$ cat src/rtl/fetch_sequencer_pkg.sv
// ---------------------------------------------------------------------------
// fetch_sequencer_pkg
//   Shared definitions for the fetch front end: FSM state encoding, the
//   opcode bit that flags a two-word instruction, the bubble word and the
//   default boot/interrupt vector locations.
// ---------------------------------------------------------------------------
package fetch_sequencer_pkg;

    typedef enum logic [1:0] {
        BOOT = 2'd0,   // load PC from the word at the reset vector
        RUN  = 2'd1,   // normal opcode fetch
        IMM  = 2'd2,   // next word is the immediate of the current opcode
        INTV = 2'd3    // load PC from the word at the interrupt vector
    } fetch_state_e;

    // Opcode bit that announces a trailing immediate word.
    localparam int unsigned IMM_FLAG_BIT = 2;

    // Instruction-register contents when nothing has been fetched yet.
    localparam logic [15:0] BUBBLE_WORD = 16'h0000;

    // Default word addresses holding the boot PC and the ISR address.
    localparam int unsigned RESET_VEC_DEFAULT = 0;
    localparam int unsigned INT_VEC_DEFAULT   = 1;

endpackage : fetch_sequencer_pkg

$ cat src/rtl/fetch_sequencer.sv
// ---------------------------------------------------------------------------
// fetch_sequencer
//   Front end of the pipelined core. Owns the PC, drives the instruction
//   memory address, and registers the fetched word stream for decode. Tracks
//   two-word instructions (opcode + immediate), applies stalls, jumps and
//   interrupts at word boundaries, and boots from a memory-resident vector.
//
// Ports
//   clk           core clock, rising edge
//   rst           synchronous active-high reset
//   imemAddr      instruction-memory word address (always equals the PC)
//   imemData      word read from imemAddr, valid in the same cycle
//   stall         hold PC and all fetch outputs
//   jumpBit       taken control transfer resolved downstream
//   jumpTarget    new PC when jumpBit is set
//   interruptBit  level-sensitive interrupt request
//   iR            registered word for decode
//   iRValid       iR holds a real fetched word (0 = bubble)
//   iRIsImm       iR is the immediate of the preceding opcode
//   iRPc          address iR was fetched from
//   intAck        one-cycle pulse when an interrupt is taken
//   intRetPc      return PC for the ISR entry logic, valid with intAck
// ---------------------------------------------------------------------------
module fetch_sequencer
    import fetch_sequencer_pkg::*;
#(
    parameter int unsigned       ADDR_W    = 20,
    parameter logic [ADDR_W-1:0] RESET_VEC = ADDR_W'(RESET_VEC_DEFAULT),
    parameter logic [ADDR_W-1:0] INT_VEC   = ADDR_W'(INT_VEC_DEFAULT)
) (
    input  logic              clk,
    input  logic              rst,
    output logic [ADDR_W-1:0] imemAddr,
    input  logic [15:0]       imemData,
    input  logic              stall,
    input  logic              jumpBit,
    input  logic [ADDR_W-1:0] jumpTarget,
    input  logic              interruptBit,
    output logic [15:0]       iR,
    output logic              iRValid,
    output logic              iRIsImm,
    output logic [ADDR_W-1:0] iRPc,
    output logic              intAck,
    output logic [ADDR_W-1:0] intRetPc
);

    fetch_state_e      state_q, state_d;
    logic [ADDR_W-1:0] pc_q, pc_d;
    logic [15:0]       ir_q, ir_d;
    logic              ir_valid_q, ir_valid_d;
    logic              ir_is_imm_q, ir_is_imm_d;
    logic [ADDR_W-1:0] ir_pc_q, ir_pc_d;
    logic              int_ack_q, int_ack_d;
    logic [ADDR_W-1:0] int_ret_pc_q, int_ret_pc_d;

    // Vector words are 16-bit; the upper PC bits are zero-extended.
    logic [ADDR_W-1:0] vector_pc;
    assign vector_pc = ADDR_W'(imemData);

    // -----------------------------------------------------------------------
    // Next-state and output logic
    // -----------------------------------------------------------------------
    always_comb begin
        // NOTE: every signal gets a hold/default value first, so no path
        // through the branches below can leave it unassigned and infer a latch.
        state_d      = state_q;
        pc_d         = pc_q;
        ir_d         = ir_q;
        ir_valid_d   = ir_valid_q;
        ir_is_imm_d  = ir_is_imm_q;
        ir_pc_d      = ir_pc_q;
        int_ack_d    = 1'b0;
        int_ret_pc_d = int_ret_pc_q;

        if (state_q == BOOT) begin
            // Boot ignores stall, jump and interrupt.
            pc_d        = vector_pc;
            ir_valid_d  = 1'b0;
            ir_is_imm_d = 1'b0;
            state_d     = RUN;
        end else if (jumpBit) begin
            // Jump outranks stall and interrupt and drops a pending immediate
            // or an in-flight vector load.
            pc_d        = jumpTarget;
            ir_valid_d  = 1'b0;
            ir_is_imm_d = 1'b0;
            state_d     = RUN;
        end else if (!stall) begin
            case (state_q)
                RUN: begin
                    if (interruptBit) begin
                        // Take the interrupt instead of fetching; the PC that
                        // would have been fetched is the return address.
                        int_ack_d    = 1'b1;
                        int_ret_pc_d = pc_q;
                        ir_valid_d   = 1'b0;
                        ir_is_imm_d  = 1'b0;
                        pc_d         = INT_VEC;
                        state_d      = INTV;
                    end else begin
                        ir_d        = imemData;
                        ir_pc_d     = pc_q;
                        ir_valid_d  = 1'b1;
                        ir_is_imm_d = 1'b0;
                        pc_d        = pc_q + ADDR_W'(1);
                        if (imemData[IMM_FLAG_BIT]) begin
                            state_d = IMM;
                        end
                    end
                end
                IMM: begin
                    // The immediate completes an atomic pair; interrupts wait.
                    ir_d        = imemData;
                    ir_pc_d     = pc_q;
                    ir_valid_d  = 1'b1;
                    ir_is_imm_d = 1'b1;
                    pc_d        = pc_q + ADDR_W'(1);
                    state_d     = RUN;
                end
                INTV: begin
                    pc_d        = vector_pc;
                    ir_valid_d  = 1'b0;
                    ir_is_imm_d = 1'b0;
                    state_d     = RUN;
                end
                default: ;
            endcase
        end
    end

    // -----------------------------------------------------------------------
    // State registers
    // -----------------------------------------------------------------------
    always_ff @(posedge clk) begin
        // NOTE: non-blocking assignments make every register sample the
        // pre-edge values, independent of statement order.
        if (rst) begin
            state_q      <= BOOT;
            pc_q         <= RESET_VEC;
            ir_q         <= BUBBLE_WORD;
            ir_valid_q   <= 1'b0;
            ir_is_imm_q  <= 1'b0;
            ir_pc_q      <= '0;
            int_ack_q    <= 1'b0;
            int_ret_pc_q <= '0;
        end else begin
            state_q      <= state_d;
            pc_q         <= pc_d;
            ir_q         <= ir_d;
            ir_valid_q   <= ir_valid_d;
            ir_is_imm_q  <= ir_is_imm_d;
            ir_pc_q      <= ir_pc_d;
            int_ack_q    <= int_ack_d;
            int_ret_pc_q <= int_ret_pc_d;
        end
    end

    assign imemAddr = pc_q;
    assign iR       = ir_q;
    assign iRValid  = ir_valid_q;
    assign iRIsImm  = ir_is_imm_q;
    assign iRPc     = ir_pc_q;
    assign intAck   = int_ack_q;
    assign intRetPc = int_ret_pc_q;

endmodule : fetch_sequencer

$ cat config.mk
export PLATFORM = sky130hd
export DESIGN_NAME = fetch_sequencer
export DESIGN_NICKNAME = d
export VERILOG_FILES = /design/src/rtl/fetch_sequencer_pkg.sv /design/src/rtl/fetch_sequencer.sv
export SDC_FILE = /design/constraint.sdc
export NUM_CORES = 1
export LEC_CHECK = 0
export BUFFER_PORTS_ARGS = -buffer_cell sky130_fd_sc_hd__buf_2
export CAP_MARGIN = 20
export CORE_MARGIN = 2
export CORE_UTILIZATION = 46
export DETAILED_ROUTE_END_ITERATION = 10
export GPL_TIMING_DRIVEN = 0
export PLACE_DENSITY_LB_ADDON = 0.12
export SETUP_SLACK_MARGIN = 0.5
export SLEW_MARGIN = 25
export SYNTH_ARGS = -nofsm -noshare
export SYNTH_HDL_FRONTEND = slang
export SYNTH_SLANG_ARGS = --single-unit
$ cat constraint.sdc
create_clock -name clk -period 2.1 [get_ports clk]
set_clock_uncertainty 0.15 [all_clocks]
set_input_delay 0.105 -clock clk [delete_from_list [all_inputs] [get_ports clk]]
set_output_delay 0.105 -clock clk [all_outputs]
set_load 0.005 [all_outputs]
==> flow_summary.ini <==
[outcome]
status = complete, but fails checks
failed_checks = setup timing

[synthesis]
yosysSeqAreaShare_pct = 43.83
synthDistinctLibCells = 55
syn-num-nets = 525
ys.flop_type = dfxtp_1
synth.area.top_cells = dfxtp_1 (44%), nand2_1 (14%), a21oi_1 (9.9%), clkbuf_1 (2.7%), o21ai_0 (2.6%)
synth_warnings = 0
synth_top_area_share_pct = 43.83
syn_avg_cell_area_um2 = 7.724
synthArstFlopShare_pct = 0
synth_edf_count = 0
netlist_area_mm2 = 0.003700
syn_inst = 479
synth_top_area_cell = dfxtp_1
synth-seq-cells = 81

[sta]
rsz0062_at_grt = yes
finalHoldViolations = 0
finalMaxSlewViolations = 0
hold_ws_ns = 0.01402
setup_viol = 2
slew_headroom_pct = 50.21
max_clock_freq_mhz = 462.8
worst_pin_slew_ns = 0.7468
layout_setup_ws_ns = -0.06070
finalCriticalPeriod_ns = 2.161
finalCritPeriodShare_pct = 102.9

[placed_design]
gp_congestion = 0.9086
numPortBuffers = 117
dpl.cell_count = 698
hpwl_um = 8991
pre_cts_slack_ns = -0.07042

[clock_tree]
cts-root-buf = clkbuf_8
cts.path.max_buffers = 2
clock_latency_ns = 0.36
cts_tree = built
htree_num_levels = 3
numCtsBuffers = 9
clock_sink_count = 81
path_clk_slew_ns = 0.09

[die]
start_util_pct = 47.63
die-area_mm2 = 0.008776
die_w_um = 93.68
io_pins = 120
die_h_um = 93.68
core_mm2 = 0.007767
rows = 32

[layout]
fin_util_pct = 82.76
area_growth_pct = 73.76
layout.nets = 741
stdcell_count = 802
drive_gt1_share_pct = 50.29
antenna_cells = 0

[grt]
grt-ovfl-total = 0
grt_max_degree = 14
grt_pass1_vias = 4366
grt_usage_pct = 32.31
grt_antenna_before_repair = 0
grt_pass1_wl_um = 21950

[critical_path]
cp-end-kind = flop
crit_required_ns = 2.23
worstSetupStartpointType = flop
cp.arrival_ns = 2.29
crit_type = flop to flop
crit_path_max_fanout = 7

[routing]
drc = 0
vias_per_cell = 6.105
detail-route-antenna-nets = 0
routed_wl_um = 16620
drt-wirelength-per-cell_um = 20.72
dr.pass1.iters = 5
drt_iter0_drc = 539
num_vias = 4896

[power]
p_total_mw = 3.680
cellPowerDensity_mw_per_mm2 = 572.5
p_leak_nw = 2.753
ir_drop_v = 0.0003706

[run]
cap_viol_max_count = 0

[min_path]
hold_class = input port to flop
==> kinds of logic (layout without fill, tap and decap cells) <==
logic type | after synthesis | count (layout) | share of synthesized area [%]
compound gates | 137 | 137 | 22.52
mux | 1 | 1 | 0.3043
buf+inv | 40 | 261 | 4.464
fa+ha+maj | 5 | 5 | 1.691
flops | 81 | 81 | 43.83
simple gates | 208 | 208 | 25.53
xor+xnor | 7 | 7 | 1.657
==> path summary, 6_finish.rpt <==
kind / slack, ns / end / startpoint / cells after the start
setup reg to reg: -0.06 / imemAddr[8]$_SDFFE_PP0P_ / state_q[1]$_SDFFE_PP0P_ / 8
setup / recovery: -0.06 / imemAddr[8]$_SDFFE_PP0P_ / state_q[1]$_SDFFE_PP0P_ / 8
hold reg to reg: 0.31 / iRPc[9]$_SDFFE_PP0P_ / iRPc[9]$_SDFFE_PP0P_ / 2
hold / removal: 0.01 / imemAddr[12]$_SDFFE_PP0P_ / jumpTarget[12] / 4
==> per-layer routing <==
layer,GRT usage [%],up-vias,share of wire (%)
li1,-,2115,-
met1,40.47,2268,37
met2,53.93,412,46
met3,6.180,101,11
met4,14.37,0,5.2
met5,0,-,0
==> where the power goes <==
group / leakage [nW] / switching, mW / internal (mW)
clock network: 0.105 / 0.607 / 0.659
logic: 1.98 / 0.403 / 0.360
registers: 0.664 / 0.0751 / 1.58
total: 2.75 / 1.08 / 2.60
==> registers in the layout (all words and copies together) (netlist names) <==
name	cells
iRIsImm	1
imemAddr	20
iRPc	20
intRetPc	20
intAck	1
state_q	2
iR	16
iRValid	1
==> layout make-up <==
type	count	area [um^2]
multi-input combinational	358	2605
sequential	81	1660
timing repair buffer	205	1433
fill	455	1339
buffer	33	342.8
clock buffer	13	170.2
tap	102	127.6
clock inverter	3	46.29
inverter	7	43.79
==> layout by cell type (no fill, tap or decap), drive strengths merged, types with 6 or more instances in the layout <==
cell type	count
nor3	10
nand2	136
clkbuf	36
buf	193
nand3	10
a22o	6
a21oi	73
inv	6
dlygate4sd3	22
dfxtp	81
o21ai	23
nor2	20
==> repair_timing <==
item                                    4_1_cts  5_1_grt
gates cloned                                  9        2
setup buffers                                23       32
pin swaps                                    66       45
resized for setup                           102      104
endpoints found under the setup margin       78       81
hold endpoints to repair                     25        0
hold buffers                                 22        0
==> worst max-delay path: stages, from the launching register on <==
cell	delay, ns
dfxtp_4	0.41
inv_4	0.06
ha_4	0.17
buf_12	0.13
nor2_4	0.29
nand4_1	0.28
nor3_1	0.32
o21ai_1	0.13
a21oi_1	0.12
==> cells in the mapped netlist (all sizes together) (6+ instances only) <==
library cell	count
nor2	20
clkbuf	29
nor3	10
a22o	6
dfxtp	81
a21oi	73
nand3	10
inv	7
o21ai	23
nand2	136
==> through the flow <==
step	instance area, um^2	TNS (ns)
global route	6429	-0.1255
detailed placement	4667	-1.307
CTS	5796	0
floorplan	3954	0
global placement	4667	-0.7777
finish	6429	-0.09615
Note: power is estimated with default switching activity, not from simulation.
